**src/rtl/mat4_pkg.sv**
```systemverilog
// Shared definitions for the sequential 4x4 matrix multiplier: matrix geometry,
// controller states and the packed-element offset helper.
package mat4_pkg;

    localparam int MAT_N     = 4;
    localparam int MAT_ELEMS = MAT_N * MAT_N;

    typedef enum logic [1:0] {
        IDLE,
        COMP,
        DONE
    } state_t;

    // Element 0 sits in the MSBs, so offsets count down from the top of the vector.
    function automatic int el_lo(input int idx, input int w);
        return (MAT_ELEMS - 1 - idx) * w;
    endfunction

endpackage

```
**src/rtl/mat4_dot4.sv**
```systemverilog
// Combinational 4-term unsigned dot product; the single arithmetic unit shared
// across all 16 result elements.
module mat4_dot4 #(
    parameter int DATA_W = 8,
    parameter int ACC_W  = 2 * DATA_W + 2
) (
    input  logic [DATA_W-1:0] a0,
    input  logic [DATA_W-1:0] a1,
    input  logic [DATA_W-1:0] a2,
    input  logic [DATA_W-1:0] a3,
    input  logic [DATA_W-1:0] b0,
    input  logic [DATA_W-1:0] b1,
    input  logic [DATA_W-1:0] b2,
    input  logic [DATA_W-1:0] b3,
    output logic [ACC_W-1:0]  sum
);

    logic [2*DATA_W-1:0] p0, p1, p2, p3;

    assign p0 = a0 * b0;
    assign p1 = a1 * b1;
    assign p2 = a2 * b2;
    assign p3 = a3 * b3;

    // Two guard bits absorb the carries of four full-width products.
    assign sum = ACC_W'(p0) + ACC_W'(p1) + ACC_W'(p2) + ACC_W'(p3);

endmodule

```
**src/rtl/mat4_mult_seq.sv**
```systemverilog
// Sequential 4x4 unsigned matrix multiplier: C = A x B, one result element per
// cycle through a single shared dot-product unit, valid/ready on both sides.
module mat4_mult_seq
    import mat4_pkg::*;
#(
    parameter int DATA_W = 8,
    parameter int ACC_W  = 2 * DATA_W + 2
) (
    input  logic                          clk,
    input  logic                          rst_n,
    input  logic                          in_valid,
    output logic                          in_ready,
    input  logic [MAT_ELEMS*DATA_W-1:0]   a_mat,
    input  logic [MAT_ELEMS*DATA_W-1:0]   b_mat,
    output logic                          out_valid,
    input  logic                          out_ready,
    output logic [MAT_ELEMS*ACC_W-1:0]    c_mat
);

    state_t                        state, state_next;
    logic [3:0]                    cnt;
    logic [1:0]                    row, col;
    logic                          accept;
    logic [MAT_ELEMS*DATA_W-1:0]   a_reg, b_reg;
    logic [MAT_ELEMS*ACC_W-1:0]    c_reg;
    logic [DATA_W-1:0]             a_el [MAT_N][MAT_N];
    logic [DATA_W-1:0]             b_el [MAT_N][MAT_N];
    logic [ACC_W-1:0]              dot_sum;

    // Controller: next state and handshake outputs.
    // NOTE: every output of this block gets a default first so no path can infer a latch.
    always_comb begin
        state_next = state;
        in_ready   = 1'b0;
        out_valid  = 1'b0;
        case (state)
            IDLE: begin
                in_ready = 1'b1;
                if (in_valid) state_next = COMP;
            end
            COMP: begin
                if (cnt == 4'd15) state_next = DONE;
            end
            DONE: begin
                out_valid = 1'b1;
                if (out_ready) state_next = IDLE;
            end
            default: state_next = IDLE;
        endcase
    end

    assign accept = in_valid && in_ready;

    // NOTE: sequential state uses non-blocking assignments so all registers update together.
    always_ff @(posedge clk or negedge rst_n) begin
        if (!rst_n) state <= IDLE;
        else        state <= state_next;
    end

    // Unpack the registered operands into row/column addressable elements.
    always_comb begin
        for (int r = 0; r < MAT_N; r++) begin
            for (int c = 0; c < MAT_N; c++) begin
                a_el[r][c] = a_reg[el_lo(r * MAT_N + c, DATA_W) +: DATA_W];
                b_el[r][c] = b_reg[el_lo(r * MAT_N + c, DATA_W) +: DATA_W];
            end
        end
    end

    assign row = cnt[3:2];
    assign col = cnt[1:0];

    mat4_dot4 #(
        .DATA_W (DATA_W),
        .ACC_W  (ACC_W)
    ) u_dot (
        .a0  (a_el[row][0]),
        .a1  (a_el[row][1]),
        .a2  (a_el[row][2]),
        .a3  (a_el[row][3]),
        .b0  (b_el[0][col]),
        .b1  (b_el[1][col]),
        .b2  (b_el[2][col]),
        .b3  (b_el[3][col]),
        .sum (dot_sum)
    );

    // Operand capture, element counter and result write-back.
    // NOTE: operand and result registers are reset so an aborted job leaves no stale data visible.
    always_ff @(posedge clk or negedge rst_n) begin
        if (!rst_n) begin
            cnt   <= '0;
            a_reg <= '0;
            b_reg <= '0;
            c_reg <= '0;
        end else begin
            if (accept) begin
                a_reg <= a_mat;
                b_reg <= b_mat;
                cnt   <= '0;
            end else if (state == COMP) begin
                for (int e = 0; e < MAT_ELEMS; e++) begin
                    if (cnt == 4'(e)) c_reg[el_lo(e, ACC_W) +: ACC_W] <= dot_sum;
                end
                cnt <= cnt + 4'd1;
            end
        end
    end

    assign c_mat = c_reg;

endmodule

```
**config.mk**
```make
export PLATFORM = sky130hd
export DESIGN_NAME = mat4_mult_seq
export DESIGN_NICKNAME = d
export VERILOG_FILES = /design/src/rtl/mat4_pkg.sv /design/src/rtl/mat4_dot4.sv /design/src/rtl/mat4_mult_seq.sv
export SDC_FILE = /design/constraint.sdc
export NUM_CORES = 2
export LEC_CHECK = 0
export BUFFER_PORTS_ARGS = -buffer_cell sky130_fd_sc_hd__buf_2
export CORE_UTILIZATION = 40
export DETAILED_ROUTE_END_ITERATION = 8
export PLACE_DENSITY = 0.68
export RECOVER_POWER = 100
export SYNTH_ARGS = -nofsm -noshare
export SYNTH_HDL_FRONTEND = slang
export SYNTH_HIERARCHICAL = 1
export SYNTH_SLANG_ARGS = --single-unit
```
**constraint.sdc**
```tcl
create_clock -name clk -period 14.68 [get_ports clk]
set_input_delay 2.936 -clock clk [delete_from_list [all_inputs] [get_ports clk]]
set_output_delay 2.936 -clock clk [all_outputs]
set_load 0.02 [all_outputs]
```
After elaboration in Yosys (flattened, before gate mapping) --
Cells that the tools add are included.
Word-level totals: flip-flop bits (word level) 550, bits in latches 0, memory bits (writable) 0, bits in read-only memories 0, input port bits 260, output and inout port bits 290, word-level logic and storage cells 97, memories kept 0
Cells by class: $add $sub $neg 4, $mul 4, div/mod/pow operators 0, order comparisons 2, equal/unequal tests 20, shifts and indexed selects 0, muxes and demuxes 23, bitwise logic cells 3, reductions and logical operators 21
Operator list (number):
- 32-bit binary-select mux with 2-bit select | 1
- 8-bit binary-select mux with 2-bit select | 4
- 8-bit by 8-bit multiplier with 16-bit output | 4
- 32-bit two-way mux | 2
- 8-bit two-way mux | 8
- 3-bit AND reduction | 17
- 18-bit by 16-bit adder with 18-bit output | 2
- 4-bit == test, second input constant | 8
- 16-bit by 16-bit adder with 17-bit output | 1
- 4-bit by 3-bit == test with 1-bit output, second input constant | 4
- 4-bit by 2-bit == test with 1-bit output, second input constant | 2
- 4-bit two-way mux | 2
- 3-bit >= comparator, second input constant | 2
- 2-bit two-way mux | 3
- 2-bit inequality test, second input constant | 3
- 2-bit NOT with 3-bit output | 2
- 2-bit one-hot mux with 3 select lines | 1
- 4-bit by 1-bit adder with 4-bit output, second input constant | 1
- 4-bit by 1-bit == test with 1-bit output, second input constant | 1
- 4-bit zero test | 1
- 2-bit by 1-bit == test with 1-bit output, second input constant | 1
- 2-bit == test, second input constant | 1
- 2-bit zero test | 1
- 1-bit two-way mux | 2
- 3 further kinds | 3

Depth between registers and ports, before layout --
depth after elaboration 8, mapped depth 29, gate-level depth less buffers 25

By module --
The synthesis kept the hierarchy.
By module, submodules not included:
- mat4_mult_seq | times used 1, cells each 1296, area an instance 22223.8 µm², seq. area each 13763.2 µm²
- mat4_dot4 | times used 1, cells each 983, area an instance 9126.3 µm², seq. area each 0.0 µm²

Worst setup path before layout --
OpenSTA, ideal clock, no wires.
path kind register to register, start point register cnt[2], end point register c_reg[231], in the netlist c_mat[231], library setup time 125 ps, data arrival time 7604 ps, slack 6951 ps, stages on the path, launching flop included 23, buffers on the path 4, period minus slack after synthesis 7729 ps, path through dfrtp_1 > buf_2 > buf_2 > buf_2 > mux4_2 > and2_1 > fa_1 > inv_1 > fa_1 > inv_1 > fa_1 > fa_1 > fa_1 > fa_1 > fa_1 > fa_1 > ha_1 > a21o_1 > or3_1 > o22a_4 > a311o_1 > clkbuf_1 > mux2_4
Between the ends: longest elaborated chain between the ends 8, elaborated cells on any way between the ends 13, those cells by class add/sub (3); mul (4); eq/ne (1); mux (3); bitwise (1); reduce/logical (1)
Ends and longest elaborated chain:
- start: declaration | RTL line mat4_mult_seq.sv:21 | logic [3:0] cnt;
- start signal: assignment | RTL line mat4_mult_seq.sv:105 | cnt <= cnt + 4'd1;
- 2-bit NOT with 3-bit output (implied by the code) *
- 32-bit binary-select mux with 2-bit select *
- 32-bit two-way mux (implied by the code) * (2 in series) | RTL line mat4_mult_seq.sv:80 | .a3 (a_el[row][3]),
- 8-bit by 8-bit multiplier with 16-bit output (on tied branches) | RTL line mat4_dot4.sv:20, mat4_dot4.sv:21
- 16-bit by 16-bit adder with 17-bit output | RTL line mat4_dot4.sv:26 | assign sum = ACC_W'(p0) + ACC_W'(p1) + ACC_W'(p2) + ACC_W'(p3);
- 18-bit by 16-bit adder with 18-bit output | RTL line mat4_dot4.sv:26
- 18-bit by 16-bit adder with 18-bit output * | RTL line mat4_dot4.sv:26
- via dot_sum[15] | RTL line mat4_mult_seq.sv:28 | logic [ACC_W-1:0] dot_sum;
- end signal: indexed assignment | RTL line mat4_mult_seq.sv:103 | if (cnt == 4'(e)) c_reg[el_lo(e, ACC_W) +: ACC_W] <= dot_sum;
- end: declaration | RTL line mat4_mult_seq.sv:25 | logic [MAT_ELEMS*ACC_W-1:0] c_reg;
Mark *: on every way through the listed nets, which the timed path passes. The rest lies on a longest branch. The select of a mux whose other input is x is not followed. A chain may end at the register's enable or synchronous reset.

Worst setup path after layout --
start point register cnt[0], end point register c_reg[50], in the netlist c_mat[50]
Between the ends: longest elaborated chain between the ends 8, elaborated cells on any way between the ends 22, those cells by class add/sub (3); mul (4); eq/ne (1); mux (12); bitwise (1); reduce/logical (1)
Ends and longest elaborated chain (RTL line):
- 2-bit NOT with 3-bit output (implied by the code) *
- 8-bit binary-select mux with 2-bit select (on tied branches) | mat4_mult_seq.sv:81, mat4_mult_seq.sv:82
- 8-bit two-way mux (on tied branches) (2 in series) | mat4_mult_seq.sv:81, mat4_mult_seq.sv:82
- 8-bit by 8-bit multiplier with 16-bit output (on tied branches) | mat4_dot4.sv:20, mat4_dot4.sv:21
- 16-bit by 16-bit adder with 17-bit output | mat4_dot4.sv:26
- 18-bit by 16-bit adder with 18-bit output | mat4_dot4.sv:26
- 18-bit by 16-bit adder with 18-bit output * | mat4_dot4.sv:26
- via dot_sum[14] | mat4_mult_seq.sv:28
Marked as above.

==> metrics.yaml <==
synthesis:
  ys_warn_count: 6
  syn_nets: 2896
  ys_types: 52
  async_flop_share: 1.00
  synth_edf_count: 0
  syn-instance-count: 2279
  ys_seq_area_frac: 0.439
  synth_ff_type: "dfrtp_1"
  ys_ff_latch: 550
  netlist_area_mm2: 0.0314
  synth.avg_cell_area_um2: 13.8
timing:
  finalCriticalPeriod_ps: 10780
  final.setup.tns_ps: 0
  relSlewSlack: -2.37
  rsz0062_at_grt: "false"
  finalSetupViolations: 0
  hold-worst-slack_ps: 485
  hold_viol: 0
  fmax_ghz: 0.0928
  period_share: 0.734
  max_slew.worst_pin.slew_ps: 5060
  clock_skew_ps: 33.0
  report.final.slew_viol_count: 668
grt:
  overflow: 0
  track_usage: 0.216
  antenna_found_initial: 8
  grt_max_degree: 174
  grt_pass1_wl_um: 128000
  grt_pass1_vias: 20937
cts:
  clock-root-buffer: "clkbuf_16"
  postCtsHoldBufs: 0
  htree_levels: 2
  cts_buffer_depth: 3
  clk_latency_ps: 630
  post_cts_buffers: 0
  cts_resized: 0
  cts.sinks: 550
  cts_buffers: 58
  cts.clk_slew.worst_paths_ps: 70
  tritoncts: "done"
floorplan:
  rows: 102
  die-area_mm2: 0.0795
  ios: 550
  die_x_um: 282
  die_y_um: 282
  start_util: 0.405
  coreArea_mm2: 0.0775
route:
  via_count: 19318
  drc_errors: 0
  dr.pass1.iters: 5
  routed_wl_um: 84500
  viasPerCell: 4.93
  drtIter0Drc: 1167
  post_drt_wl_per_cell_um: 21.6
  ant_nets: 0
critical_path:
  endpoint_kind: "flop"
  path_class: "flop to flop"
  crit_path_start_kind: "flop"
  cp.required_ps: 15220
  crit_arrival_ps: 11310
  worstPathMaxFanout: 38
cells_and_area:
  drive_above_1_share: 0.332
  area_growth_pct: 17.2
  final_cells: 3919
  nNetsFinal: 3445
run_status:
  outcome: "complete, but fails checks"
  violations: "max-capacitance violations, max-slew violations"
placed_design:
  dp.cells: 3808
  portBuffers: 549
  gpl.final_weighted_congestion: 0.890
  hpwl_um: 64800
worst_hold_path:
  worst_hold_path_type: "flop to flop"
run:
  maxCapViolCount: 11
cells in the final DEF (no fill, tap or decap), types with 6 or more instances in the layout:
| cell | instances |
|---|---|
| fa_1 | 224 |
| clkbuf_8 | 13 |
| diode_2 | 6 |
| a21oi_1 | 15 |
| and2_0 | 7 |
| clkbuf_16 | 58 |
| o21ai_0 | 7 |
| ha_1 | 133 |
| bufinv_16 | 7 |
| mux4_2 | 64 |
| xnor2_1 | 6 |
| clkbuf_1 | 313 |
| and2_1 | 168 |
| dfrtp_1 | 546 |
| buf_2 | 258 |
| mux2_2 | 497 |
| inv_1 | 302 |
| buf_4 | 14 |
| mux2_1 | 47 |
| nand2_1 | 95 |
| clkinvlp_4 | 6 |
| a21o_1 | 6 |
| nor2_2 | 7 |
cells by family after synthesis:
kind of cell	share of synthesized area
XOR/XNOR	0.00391
AND/OR/NAND/NOR	0.0572
flip-flops	0.439
AO/OA/AOI/OAI	0.00866
buffers and inverters	0.0507
multiplexers	0.244
adder cells (fa/ha/maj)	0.196
flip-flops by register name, indices dropped and copies added, names as in the netlist:
signal	cells
b_el	128
c_mat	288
state	2
a_el	128
cnt	4
cell type report:
cell class                      count  area [um2]
Clock buffer                       81        1670
Multi-Input combinational cell   1339       15900
Antenna cell                        6        15.0
Clock inverter                     24         365
Tap cell                         1040        1300
Inverter                          302        1130
Fill cell                        7063       40700
Timing Repair Buffer              577        2560
Sequential cell                   550       13800
cell usage after synthesis (20+ instances only):
cell / n / area, um2
and2_1: 175 / 1090
buf_2: 47 / 235
clkbuf_1: 32 / 120
dfrtp_1: 550 / 13800
fa_1: 224 / 4480
ha_1: 133 / 1660
inv_1: 302 / 1130
mux2_1: 27 / 304
mux2_2: 497 / 5600
mux2_4: 20 / 300
mux4_2: 64 / 1440
nand2_1: 95 / 357
worst paths after layout:
kind	slack (ps)	depth (start not counted)	from	to
max reg2reg	3900	20	cnt[0]	c_mat[50]
max	3900	20	cnt[0]	c_mat[50]
max in group asynchronous	4730	2	rst_n	a_el[89]
min	490	1	c_mat[206]	c_mat[206]
min in group asynchronous	4160	1	rst_n	c_mat[100]
min reg2reg	490	1	c_mat[206]	c_mat[206]
metal layers:
metal	global-route usage	wire, um	part of all wire	up-vias
li1	-	-	-	8635
met5	0	8	0.000095	-
met2	0.375	44000	0.52	381
met4	0.0725	2900	0.034	2
met3	0.0313	2940	0.035	152
met1	0.274	34700	0.41	10148
critical path, cell delays in order, from the launching register on:
cell and delay (ps):
dfrtp_2 340, clkbuf_1 2380, mux4_2 830, and2_1 220
fa_1 510, fa_1 620, inv_1 80, fa_1 500
fa_1 510, inv_1 50, fa_1 550, fa_1 430
fa_1 510, fa_1 420, ha_1 400, a21o_1 140
a21oi_1 70, a21o_1 210, o21ai_0 310, xor2_1 1190
mux2_2 340
per-stage QoR:
| stage | instance area, um2 | setup WS (ps) | util |
|---|---|---|---|
| final | 36700 | 3900 | 0.474 |
| after global routing | 36700 | 3060 | 0.474 |
| after CTS | 37300 | 6100 | 0.482 |
| after detailed placement | 35300 | 6140 | 0.455 |
| after global placement | 35300 | 6230 | 0.455 |
| after floorplan | 31400 | 6950 | - |
Power is not shown: default switching activity piles up to over one toggle a cycle in this logic, so the estimate is an artifact.
